File: src/rtl/vga_pkg.sv
// Shared types, default 640x480@60 timing and colour helpers for the VGA
// timing generator and its sync counter.
package vga_pkg;

    typedef enum logic [1:0] {
        MODE_SOLID = 2'd0,
        MODE_BARS  = 2'd1,
        MODE_CHECK = 2'd2,
        MODE_GRAD  = 2'd3
    } vgaMode_t;

    localparam int DEF_H_ACTIVE = 640;
    localparam int DEF_H_FP     = 16;
    localparam int DEF_H_SYNC   = 96;
    localparam int DEF_H_BP     = 48;
    localparam int DEF_V_ACTIVE = 480;
    localparam int DEF_V_FP     = 10;
    localparam int DEF_V_SYNC   = 2;
    localparam int DEF_V_BP     = 33;
    localparam bit DEF_HS_POL   = 1'b0;
    localparam bit DEF_VS_POL   = 1'b0;
    localparam int DEF_RW       = 3;
    localparam int DEF_GW       = 3;
    localparam int DEF_BW       = 2;
    localparam int DEF_CHK_LOG2 = 5;

    // Channels arrive right-aligned in 8 bits; result is {R,G,B} right-aligned.
    function automatic logic [23:0] packRgb(input logic [7:0] r, input logic [7:0] g,
                                            input logic [7:0] b, input int gw, input int bw);
        return (24'(r) << (gw + bw)) | (24'(g) << bw) | 24'(b);
    endfunction

    function automatic logic [7:0] chanFull(input logic on, input int w);
        return on ? (8'hFF >> (8 - w)) : 8'h00;
    endfunction

endpackage

File: src/rtl/vga_sync_counter.sv
// Horizontal/vertical raster counters with registered sync, active-video,
// coordinate and frame-start outputs; reusable by framebuffer readers.
module vga_sync_counter
    import vga_pkg::*;
#(
    parameter int H_ACTIVE = DEF_H_ACTIVE,
    parameter int H_FP     = DEF_H_FP,
    parameter int H_SYNC   = DEF_H_SYNC,
    parameter int H_BP     = DEF_H_BP,
    parameter int V_ACTIVE = DEF_V_ACTIVE,
    parameter int V_FP     = DEF_V_FP,
    parameter int V_SYNC   = DEF_V_SYNC,
    parameter int V_BP     = DEF_V_BP,
    parameter bit HS_POL   = DEF_HS_POL,
    parameter bit VS_POL   = DEF_VS_POL,
    localparam int H_TOTAL = H_ACTIVE + H_FP + H_SYNC + H_BP,
    localparam int V_TOTAL = V_ACTIVE + V_FP + V_SYNC + V_BP,
    localparam int HCW     = $clog2(H_TOTAL),
    localparam int VCW     = $clog2(V_TOTAL),
    localparam int XW      = $clog2(H_ACTIVE),
    localparam int YW      = $clog2(V_ACTIVE)
) (
    input  logic           i_clk,
    input  logic           i_rst_n,
    output logic [HCW-1:0] o_hcnt,
    output logic [VCW-1:0] o_vcnt,
    output logic           o_active,
    output logic           o_frameFirst,
    output logic           o_lineLast,
    output logic           o_frameLast,
    output logic           o_hs,
    output logic           o_vs,
    output logic           o_de,
    output logic [XW-1:0]  o_x,
    output logic [YW-1:0]  o_y,
    output logic           o_frame_start
);

    if (H_FP == 0 || H_SYNC == 0 || H_BP == 0 || V_FP == 0 || V_SYNC == 0 || V_BP == 0) begin : g_badTiming
        $error("vga_sync_counter: porch and sync widths must be non-zero");
    end

    localparam logic [HCW-1:0] H_LAST    = HCW'(H_TOTAL - 1);
    localparam logic [HCW-1:0] H_ACT     = HCW'(H_ACTIVE);
    localparam logic [HCW-1:0] H_SYNC_B  = HCW'(H_ACTIVE + H_FP);
    localparam logic [HCW-1:0] H_SYNC_E  = HCW'(H_ACTIVE + H_FP + H_SYNC);
    localparam logic [VCW-1:0] V_LAST    = VCW'(V_TOTAL - 1);
    localparam logic [VCW-1:0] V_ACT     = VCW'(V_ACTIVE);
    localparam logic [VCW-1:0] V_SYNC_B  = VCW'(V_ACTIVE + V_FP);
    localparam logic [VCW-1:0] V_SYNC_E  = VCW'(V_ACTIVE + V_FP + V_SYNC);

    logic [HCW-1:0] r_hCnt;
    logic [VCW-1:0] r_vCnt;
    logic           w_lineLast;
    logic           w_frameLast;
    logic           w_active;
    logic           w_hsOn;
    logic           w_vsOn;

    assign w_lineLast  = (r_hCnt == H_LAST);
    assign w_frameLast = w_lineLast && (r_vCnt == V_LAST);
    assign w_active    = (r_hCnt < H_ACT) && (r_vCnt < V_ACT);
    assign w_hsOn      = (r_hCnt >= H_SYNC_B) && (r_hCnt < H_SYNC_E);
    assign w_vsOn      = (r_vCnt >= V_SYNC_B) && (r_vCnt < V_SYNC_E);

    assign o_hcnt       = r_hCnt;
    assign o_vcnt       = r_vCnt;
    assign o_active     = w_active;
    assign o_frameFirst = (r_hCnt == '0) && (r_vCnt == '0);
    assign o_lineLast   = w_lineLast;
    assign o_frameLast  = w_frameLast;

    always_ff @(posedge i_clk or negedge i_rst_n) begin
        if (!i_rst_n) begin
            r_hCnt <= '0;
            r_vCnt <= '0;
        end else if (w_lineLast) begin
            r_hCnt <= '0;
            r_vCnt <= (r_vCnt == V_LAST) ? '0 : r_vCnt + VCW'(1);
        end else begin
            r_hCnt <= r_hCnt + HCW'(1);
        end
    end

    // Outputs lag the counters by one clock so they line up with registered colour.
    always_ff @(posedge i_clk or negedge i_rst_n) begin
        if (!i_rst_n) begin
            o_hs          <= ~HS_POL;
            o_vs          <= ~VS_POL;
            o_de          <= 1'b0;
            o_x           <= '0;
            o_y           <= '0;
            o_frame_start <= 1'b0;
        end else begin
            o_hs          <= w_hsOn ? HS_POL : ~HS_POL;
            o_vs          <= w_vsOn ? VS_POL : ~VS_POL;
            o_de          <= w_active;
            o_x           <= w_active ? r_hCnt[XW-1:0] : '0;
            o_y           <= w_active ? r_vCnt[YW-1:0] : '0;
            o_frame_start <= o_frameFirst;
        end
    end

endmodule

File: src/rtl/vga_timing_gen.sv
// Parametrised VGA timing generator driving RGB from one of four built-in
// test patterns, with pixel coordinates and frame strobes for overlays.
module vga_timing_gen
    import vga_pkg::*;
#(
    parameter int H_ACTIVE = DEF_H_ACTIVE,
    parameter int H_FP     = DEF_H_FP,
    parameter int H_SYNC   = DEF_H_SYNC,
    parameter int H_BP     = DEF_H_BP,
    parameter int V_ACTIVE = DEF_V_ACTIVE,
    parameter int V_FP     = DEF_V_FP,
    parameter int V_SYNC   = DEF_V_SYNC,
    parameter int V_BP     = DEF_V_BP,
    parameter bit HS_POL   = DEF_HS_POL,
    parameter bit VS_POL   = DEF_VS_POL,
    parameter int RW       = DEF_RW,
    parameter int GW       = DEF_GW,
    parameter int BW       = DEF_BW,
    parameter int CHK_LOG2 = DEF_CHK_LOG2,
    localparam int CW      = RW + GW + BW,
    localparam int XW      = $clog2(H_ACTIVE),
    localparam int YW      = $clog2(V_ACTIVE)
) (
    input  logic          i_clk,
    input  logic          i_rst_n,
    input  logic [1:0]    i_mode,
    input  logic [CW-1:0] i_solid_rgb,
    output logic          o_hs,
    output logic          o_vs,
    output logic [RW-1:0] o_r,
    output logic [GW-1:0] o_g,
    output logic [BW-1:0] o_b,
    output logic          o_de,
    output logic [XW-1:0] o_x,
    output logic [YW-1:0] o_y,
    output logic          o_frame_start,
    output logic [7:0]    o_frame_cnt
);

    if (RW < 1 || RW > 8 || GW < 1 || GW > 8 || BW < 1 || BW > 8) begin : g_badWidth
        $error("vga_timing_gen: colour channel widths must be 1..8");
    end
    if (H_ACTIVE < 8) begin : g_badBars
        $error("vga_timing_gen: H_ACTIVE must allow eight bars");
    end

    localparam int HCW   = $clog2(H_ACTIVE + H_FP + H_SYNC + H_BP);
    localparam int VCW   = $clog2(V_ACTIVE + V_FP + V_SYNC + V_BP);
    localparam int BAR_W = H_ACTIVE / 8;
    localparam logic [HCW-1:0] H_ACT    = HCW'(H_ACTIVE);
    localparam logic [HCW-1:0] BAR_LAST = HCW'(BAR_W - 1);

    logic [HCW-1:0] w_hCnt;
    logic [VCW-1:0] w_vCnt;
    logic           w_active;
    logic           w_frameFirst;
    logic           w_lineLast;
    logic           w_frameLast;
    logic [HCW-1:0] r_barPix;
    logic [2:0]     r_barIdx;
    vgaMode_t       r_mode;
    vgaMode_t       w_mode;
    logic [7:0]     r_frameCnt;
    logic [2:0]     w_barCol;
    logic [7:0]     w_grad;
    logic [7:0]     w_v8;
    logic           w_chk;
    logic [7:0]     w_r8;
    logic [7:0]     w_g8;
    logic [7:0]     w_b8;
    logic [CW-1:0]  w_rgb;

    vga_sync_counter #(
        .H_ACTIVE (H_ACTIVE),
        .H_FP     (H_FP),
        .H_SYNC   (H_SYNC),
        .H_BP     (H_BP),
        .V_ACTIVE (V_ACTIVE),
        .V_FP     (V_FP),
        .V_SYNC   (V_SYNC),
        .V_BP     (V_BP),
        .HS_POL   (HS_POL),
        .VS_POL   (VS_POL)
    ) u_sync (
        .i_clk         (i_clk),
        .i_rst_n       (i_rst_n),
        .o_hcnt        (w_hCnt),
        .o_vcnt        (w_vCnt),
        .o_active      (w_active),
        .o_frameFirst  (w_frameFirst),
        .o_lineLast    (w_lineLast),
        .o_frameLast   (w_frameLast),
        .o_hs          (o_hs),
        .o_vs          (o_vs),
        .o_de          (o_de),
        .o_x           (o_x),
        .o_y           (o_y),
        .o_frame_start (o_frame_start)
    );

    // Bar index tracks hcnt with a pixel-within-bar counter; it saturates so remainder pixels stay black.
    always_ff @(posedge i_clk or negedge i_rst_n) begin
        if (!i_rst_n) begin
            r_barPix <= '0;
            r_barIdx <= '0;
        end else if (w_lineLast) begin
            r_barPix <= '0;
            r_barIdx <= '0;
        end else if (w_hCnt < H_ACT) begin
            if (r_barPix == BAR_LAST) begin
                r_barPix <= '0;
                if (r_barIdx != 3'd7) begin
                    r_barIdx <= r_barIdx + 3'd1;
                end
            end else begin
                r_barPix <= r_barPix + HCW'(1);
            end
        end
    end

    // Mode is taken only at the first pixel so a change never tears a frame.
    always_ff @(posedge i_clk or negedge i_rst_n) begin
        if (!i_rst_n) begin
            r_mode     <= MODE_SOLID;
            r_frameCnt <= '0;
        end else begin
            if (w_frameFirst) begin
                r_mode <= vgaMode_t'(i_mode);
            end
            if (w_frameLast) begin
                r_frameCnt <= r_frameCnt + 8'd1;
            end
        end
    end

    assign w_mode   = w_frameFirst ? vgaMode_t'(i_mode) : r_mode;
    assign w_barCol = 3'd7 - r_barIdx;
    assign w_grad   = 8'(w_hCnt) + r_frameCnt;
    assign w_v8     = 8'(w_vCnt);
    assign w_chk    = 1'(w_hCnt >> CHK_LOG2) ^ 1'(w_vCnt >> CHK_LOG2);

    always_comb begin
        w_r8 = 8'h00;
        w_g8 = 8'h00;
        w_b8 = 8'h00;
        if (w_active) begin
            case (w_mode)
                MODE_SOLID: begin
                    w_r8 = 8'(i_solid_rgb[CW-1 -: RW]);
                    w_g8 = 8'(i_solid_rgb[GW+BW-1 -: GW]);
                    w_b8 = 8'(i_solid_rgb[BW-1:0]);
                end
                MODE_BARS: begin
                    w_r8 = chanFull(w_barCol[1], RW);
                    w_g8 = chanFull(w_barCol[2], GW);
                    w_b8 = chanFull(w_barCol[0], BW);
                end
                MODE_CHECK: begin
                    w_r8 = chanFull(w_chk, RW);
                    w_g8 = chanFull(w_chk, GW);
                    w_b8 = chanFull(w_chk, BW);
                end
                MODE_GRAD: begin
                    w_r8 = w_grad >> (8 - RW);
                    w_g8 = w_v8 >> (8 - GW);
                    w_b8 = r_frameCnt >> (8 - BW);
                end
                default: ;
            endcase
        end
    end

    assign w_rgb = CW'(packRgb(w_r8, w_g8, w_b8, GW, BW));

    always_ff @(posedge i_clk or negedge i_rst_n) begin
        if (!i_rst_n) begin
            o_r         <= '0;
            o_g         <= '0;
            o_b         <= '0;
            o_frame_cnt <= '0;
        end else begin
            o_r         <= w_rgb[GW+BW +: RW];
            o_g         <= w_rgb[BW +: GW];
            o_b         <= w_rgb[0 +: BW];
            o_frame_cnt <= r_frameCnt;
        end
    end

endmodule

File: config.mk
export PLATFORM = sky130hd
export DESIGN_NAME = vga_timing_gen
export DESIGN_NICKNAME = d
export VERILOG_FILES = /design/src/rtl/vga_pkg.sv /design/src/rtl/vga_sync_counter.sv /design/src/rtl/vga_timing_gen.sv
export SDC_FILE = /design/constraint.sdc
export NUM_CORES = 1
export LEC_CHECK = 0
export CORE_MARGIN = 2
export CORE_UTILIZATION = 35
export CTS_CLUSTER_SIZE = 20
export DETAILED_ROUTE_END_ITERATION = 12
export GPL_ROUTABILITY_DRIVEN = 0
export GPL_TIMING_DRIVEN = 1
export PLACE_DENSITY = 0.62
export SLEW_MARGIN = 20
export SYNTH_ARGS = -nofsm -noshare
export SYNTH_HDL_FRONTEND = slang
export SYNTH_HIERARCHICAL = 1
export SYNTH_SLANG_ARGS = --single-unit
File: constraint.sdc
create_clock -name i_clk -period 3.95 [get_ports i_clk]
set_input_delay 0.79 -clock i_clk [delete_from_list [all_inputs] [get_ports i_clk]]
set_output_delay 0.79 -clock i_clk [all_outputs]
set_load 0.01 [all_outputs]
# [Word level (Yosys, flattened, before mapping)]
# Cells that the tools add are included.
[totals] reg_bits=82 output_inout_bits=39 in_bits=12 word_cells=76
[op_classes] eq_ne=7 n_mux=25 n_reduce_logical=12 add_sub_neg=7 bitwise=3 n_lt_le_gt_ge=6
[op_table] operator="2-to-1 mux 10 bit" count=6
[op_table] operator="case mux 8 bit (4 select lines)" count=1
[op_table] operator="adder 10 x 1 -> 10 bit, second input constant" count=3
[op_table] operator="2-to-1 mux 3 bit" count=8
[op_table] operator="case mux 6 bit (4 select lines)" count=1
[op_table] operator="== test 10 bit, second input constant" count=2
[op_table] operator="logical NOT 10 bit" count=2
[op_table] operator="less-than comparator 10 bit, second input constant" count=2
[op_table] operator="less-than comparator 10 x 9 -> 1 bit, second input constant" count=2
[op_table] operator="OR 8 bit" count=2
[op_table] operator="case mux 3 bit (4 select lines)" count=1
[op_table] operator="== test 10 x 7 -> 1 bit, second input constant" count=1
[op_table] operator=">= comparator 10 bit, second input constant" count=1
[op_table] operator=">= comparator 10 x 9 -> 1 bit, second input constant" count=1
[op_table] operator="2-to-1 mux 9 bit" count=1
[op_table] operator="adder 8 x 1 -> 8 bit, second input constant" count=1
[op_table] operator="adder 8 bit" count=1
[op_table] operator="2-to-1 mux 8 bit" count=1
[op_table] operator="2-to-1 mux 2 bit" count=3
[op_table] operator="2-to-1 mux 6 bit" count=1
[op_table] operator="nonzero test 2 bit" count=3
[op_table] operator="logical AND 1 bit" count=5
[op_table] operator="== test 2 bit, second input constant" count=2
[op_table] operator="adder 3 x 1 -> 3 bit, second input constant" count=1
[op_table] operator="other kinds (7)" count=8

# [Longest topological paths before layout]
[depth] word_depth=8 mapped_depth=10 depth_no_buf=9

# [Modules after synthesis]
# Netlist, hierarchy kept.
[by_module_without_submodules] module="vga_timing_gen" cells_per_inst=180 area_per_inst_um2=2001.9 n_inst=1
[by_module_without_submodules] module="vga_sync_counter" cells_per_inst=161 area_per_inst_um2=1798.0 n_inst=1

# [Worst setup path before layout]
# OpenSTA, ideal clock, no wires.
[synth_timing] path_type="reg-to-reg" startpoint="register u_sync.r_hCnt[5] (netlist: u_sync/o_hcnt[5])" endpoint="register o_r[0]" n_path_buf=1 t_arrival_ns=2.625 setup_ns=0.130 slack_ns=1.195 path_stages_with_launch=9 cell_sequence="dfrtp_1 > or3_4 > or4_2 > nor2_1 > mux2_4 > or2_1 > buf_2 > o211ai_2 > o32ai_1"
[synth_between] elab_chain_cells=8
[synth_rtl] item="start, declared" line_no="vga_sync_counter.sv:52" text="logic [HCW-1:0] r_hCnt;"
[synth_rtl] item="start signal, assigned" line_no="vga_sync_counter.sv:81" text="r_hCnt <= r_hCnt + HCW'(1);"
[synth_rtl] item="logical NOT 10 bit (*)" line_no="vga_sync_counter.sv:69" text="assign o_frameFirst = (r_hCnt == '0) && (r_vCnt == '0);"
[synth_rtl] item="logical AND 1 bit (*)" line_no="vga_sync_counter.sv:69"
[synth_rtl] item="net w_frameFirst" line_no="vga_timing_gen.sv:56" text="logic w_frameFirst;"
[synth_rtl] item="2-to-1 mux 2 bit (*)"
[synth_rtl] item="net w_mode[0]" line_no="vga_timing_gen.sv:62" text="vgaMode_t w_mode;"
[synth_rtl] item="== test 2 bit, or another cell as far along" line_no="vga_timing_gen.sv:147" text="case (w_mode)"
[synth_rtl] item="case mux 3 bit (4 select lines) (*)" line_no="vga_timing_gen.sv:147"
[synth_rtl] item="2-to-1 mux 3 bit (*)" line_no="vga_timing_gen.sv:146" text="if (w_active) begin"
[synth_rtl] item="net w_r8[0]" line_no="vga_timing_gen.sv:68" text="logic [7:0] w_r8;"
[synth_rtl] item="OR 8 bit (*) (2 in series)" line_no="vga_pkg.sv:30" text="return (24'(r) << (gw + bw)) | (24'(g) << bw) | 24'(b);"
[synth_rtl] item="end signal, assigned" line_no="vga_timing_gen.sv:182" text="o_r <= w_rgb[GW+BW +: RW];"
[synth_rtl] item="end, declared" line_no="vga_timing_gen.sv:30" text="output logic [RW-1:0] o_r,"
# The timed path passes the listed nets; every way through them passes the cells marked *.
# A chain may end at the register's enable or synchronous reset.

# [Worst setup path in the final report]
[layout_timing] startpoint="register u_sync.r_hCnt[7] (netlist: u_sync/o_hcnt[7])" endpoint="register o_r[0]"
# The elaborated chain is that of the path after synthesis.

==> out/results.txt <==
Peak VDD IR - 0.113 mV
Initial DRC Count - 116
asr flop ratio synth - 1.00
Layout Skew - 0.00443 ns
WP buf/inv - 0
area of the multi-input gates - 1660 um2
Final Critical Period - 3.02 ns
slowest stage delay, CP - 0.53 ns
outcome - complete, no violations
Die X - 108 um
max_cap viols - 0
die area - 11700 um2
Logic pwr share - 0.042
register area - 2050 um2
post-synth cell types - 54
Seq pwr share - 0.558
Worst-Margin Slew - 0.825 ns
post-route core utilization - 0.434
Top Ports - 51
CTS root buffer - clkbuf_8
Clock Latency Late Sink - 0.35 ns
worst reg2reg endpoint - o_r[0]$_DFF_PN0_
CTS max path bufs - 2
largest net degree at the start of global routing - 83
Lkg Pwr - 2.03 nW
nature of the critical path startpoint - register
Synth Warn # - 6
mux contribution to synthesized area - 0.0244
CP required - 4.18 ns
Sw Pwr - 319 uW
R2R setup slack - 0.93 ns
hold_buf cts - 0
critical path type - register to register
top cells by count, synth - dfrtp_1, nor2_1, nand2_1, nand3_1, xor2_1
CP max-delay cell - or4_2
Congestion Overflow GR - 0
critical path's top delay family - simple AND/OR/NAND/NOR gates
final net count - 420
CTS tree - built
vias in the first global route - 2614
routed wire length per instance - 14.4 um
pwr dens - 328 nW/um2
drt total wl - 7.76 mm
final setup violation count - 0
global-route wire length before repair - 12.9 mm
average cell area after synthesis - 11.1 um2
initial antenna violation count - 0
Primary FF master, synth - dfrtp_1
Clock power frac - 0.400
post-CTS sizing - 0
Synth Area in Adders - 0.0461
final setup TNS - 0 ns
Initial Utilization - 0.355
number of hold violations in the final report - 0
period utilization - 0.764
reg2reg path depth - 7
CP Depth - 7
Clock Sink Count - 82
DPL Wire Length - 5.41 mm
first drt pass iteration count - 4
Num CTS Buffers - 9
row count - 38
crit-path max FO - 10
share of cells above drive strength 1 - 0.0852
post-synth top area cell - dfrtp_1
RSZ-0062 raised after global routing - false
Synth Instances - 341
max-slew violations - 0
Die Span Y - 108 um
detailed-route via count - 2726
relative slew slack - 0.450
Yosys reg bits - 82
Crit. End Element - register
Worst Path Arrival - 3.25 ns
Clk pin slew, worst setup/hold paths - 0.08 ns
Syn Std Cell Area - 3800 um2
via/cell ratio - 5.06
area share of the largest cell type after synthesis - 0.527
gr usage total - 0.143
FILL cells - 1021
P_int - 1.20 mW
DRC errors left - 0
H-tree Lvls - 3
post-CTS setup buffer count - 0
IO buf count - 50
sequential area share after synthesis - 0.541
Synth Area in Compound Gates - 0.113
Area Growth Syn to Fin - 22.3%
Syn Nets - 367
top cells by area, synth - dfrtp_1, ha_1, xor2_1, xnor2_1, and2_1
Net Sw Frac - 0.210
Synth Area in XOR/XNOR - 0.0645
worst reg2reg startpoint - u_sync/o_hcnt[7]$_DFF_PN0_
diodes inserted - 0
count leader, synth - dfrtp_1
total core area - 10700 um2
main combinational cell family by area after synthesis - simple AND/OR/NAND/NOR gates
Post-Synth Simple-Gate Area - 0.188
Post-synth EDFFs - 0
worst min path class - primary input to async pin
Detail Route Antenna Nets - 0
crit-path cells - or3_4 > or4_2 > nor2_1 > mux2_4 > or2_1 > o21ai_0 > o32ai_1
Peak Freq - 331 MHz
registers in the layout, summed over array words and instances, names as in the netlist, 8 cells and up:
register       count
r_barPix          10
u_sync/o_hcnt     10
u_sync/o_vcnt     10
u_sync/o_x        10
u_sync/o_y         9
o_frame_cnt        8
r_frameCnt         8
power groups by stage:
stage	registers, mW	logic [mW]	clock network [mW]
3_5_place_dp	0.866	0.0656	0
3_3_place_gp	0.867	0.0645	0
5_1_grt	0.850	0.0718	0.666
4_1_cts	0.849	0.0659	0.627
6_report	0.849	0.0643	0.609
2_1_floorplan	0.869	0.0167	0
per-stage QoR:
stage / power, mW / worst slack [ns] / cells / cell area [um2] / hold slack [ns]
6_report: 1.52 / 0.932 / 539 / 4650 / 0.457
5_1_grt: 1.59 / 0.818 / 539 / 4650 / 0.504
4_1_cts: 1.54 / 0.944 / 539 / 4640 / 0.486
3_5_place_dp: 0.931 / 0.962 / 523 / 4440 / 0.458
3_3_place_gp: 0.931 / 1.07 / 523 / 4440 / 0.472
2_1_floorplan: 0.886 / 1.19 / 341 / 3800 / 0.432
logic make-up after synthesis:
kind of cell    after synthesis
compound gates               61
buf+inv                      20
fa+ha+maj                    14
mux                           8
simple gates                128
xor+xnor                     28
flops                        82
layer usage:
layer | global-route usage | share of wire | vias to the layer above
li1 | - | - | 1330
met1 | 0.195 | 0.47 | 1307
met2 | 0.213 | 0.46 | 81
met3 | 0.0362 | 0.049 | 8
met4 | 0.0668 | 0.017 | 0
met5 | 0 | 0 | -
final cells by class:
type | instances | area share
Tap cell | 140 | 0.0377
Inverter | 10 | 0.00808
Sequential cell | 82 | 0.442
Timing Repair Buffer | 52 | 0.111
Multi-Input combinational cell | 239 | 0.358
Clock inverter | 2 | 0.00754
Clock buffer | 14 | 0.0350
placed cells by master (no fill, tap or decap), drive strengths merged, types with 11 or more instances in the layout:
| master | netlist | layout |
|---|---|---|
| ha | 14 | 14 |
| nand2 | 18 | 18 |
| clkdlybuf4s50 | 0 | 49 |
| and2 | 17 | 17 |
| o21ai | 15 | 15 |
| nand4 | 12 | 12 |
| clkbuf | 6 | 14 |
| nand3 | 17 | 17 |
| xnor2 | 11 | 11 |
| nor2 | 25 | 25 |
| a21oi | 11 | 11 |
| xor2 | 17 | 17 |
| dfrtp | 80 | 80 |
how the worst max path moves through the flow:
stage,from,slack [ns],end
after floorplan,u_sync/o_hcnt[5]$_DFF_PN0_,1.19,o_r[0]$_DFF_PN0_
after global placement,u_sync/o_hcnt[7]$_DFF_PN0_,1.07,o_r[1]$_DFF_PN0_
after detailed placement,u_sync/o_hcnt[7]$_DFF_PN0_,0.96,o_r[0]$_DFF_PN0_
after CTS,u_sync/o_hcnt[7]$_DFF_PN0_,0.94,o_r[0]$_DFF_PN0_
after global routing,u_sync/o_hcnt[7]$_DFF_PN0_,0.82,o_r[0]$_DFF_PN0_
final,u_sync/o_hcnt[7]$_DFF_PN0_,0.93,o_r[0]$_DFF_PN0_
Power figures use the tool's default switching activity.
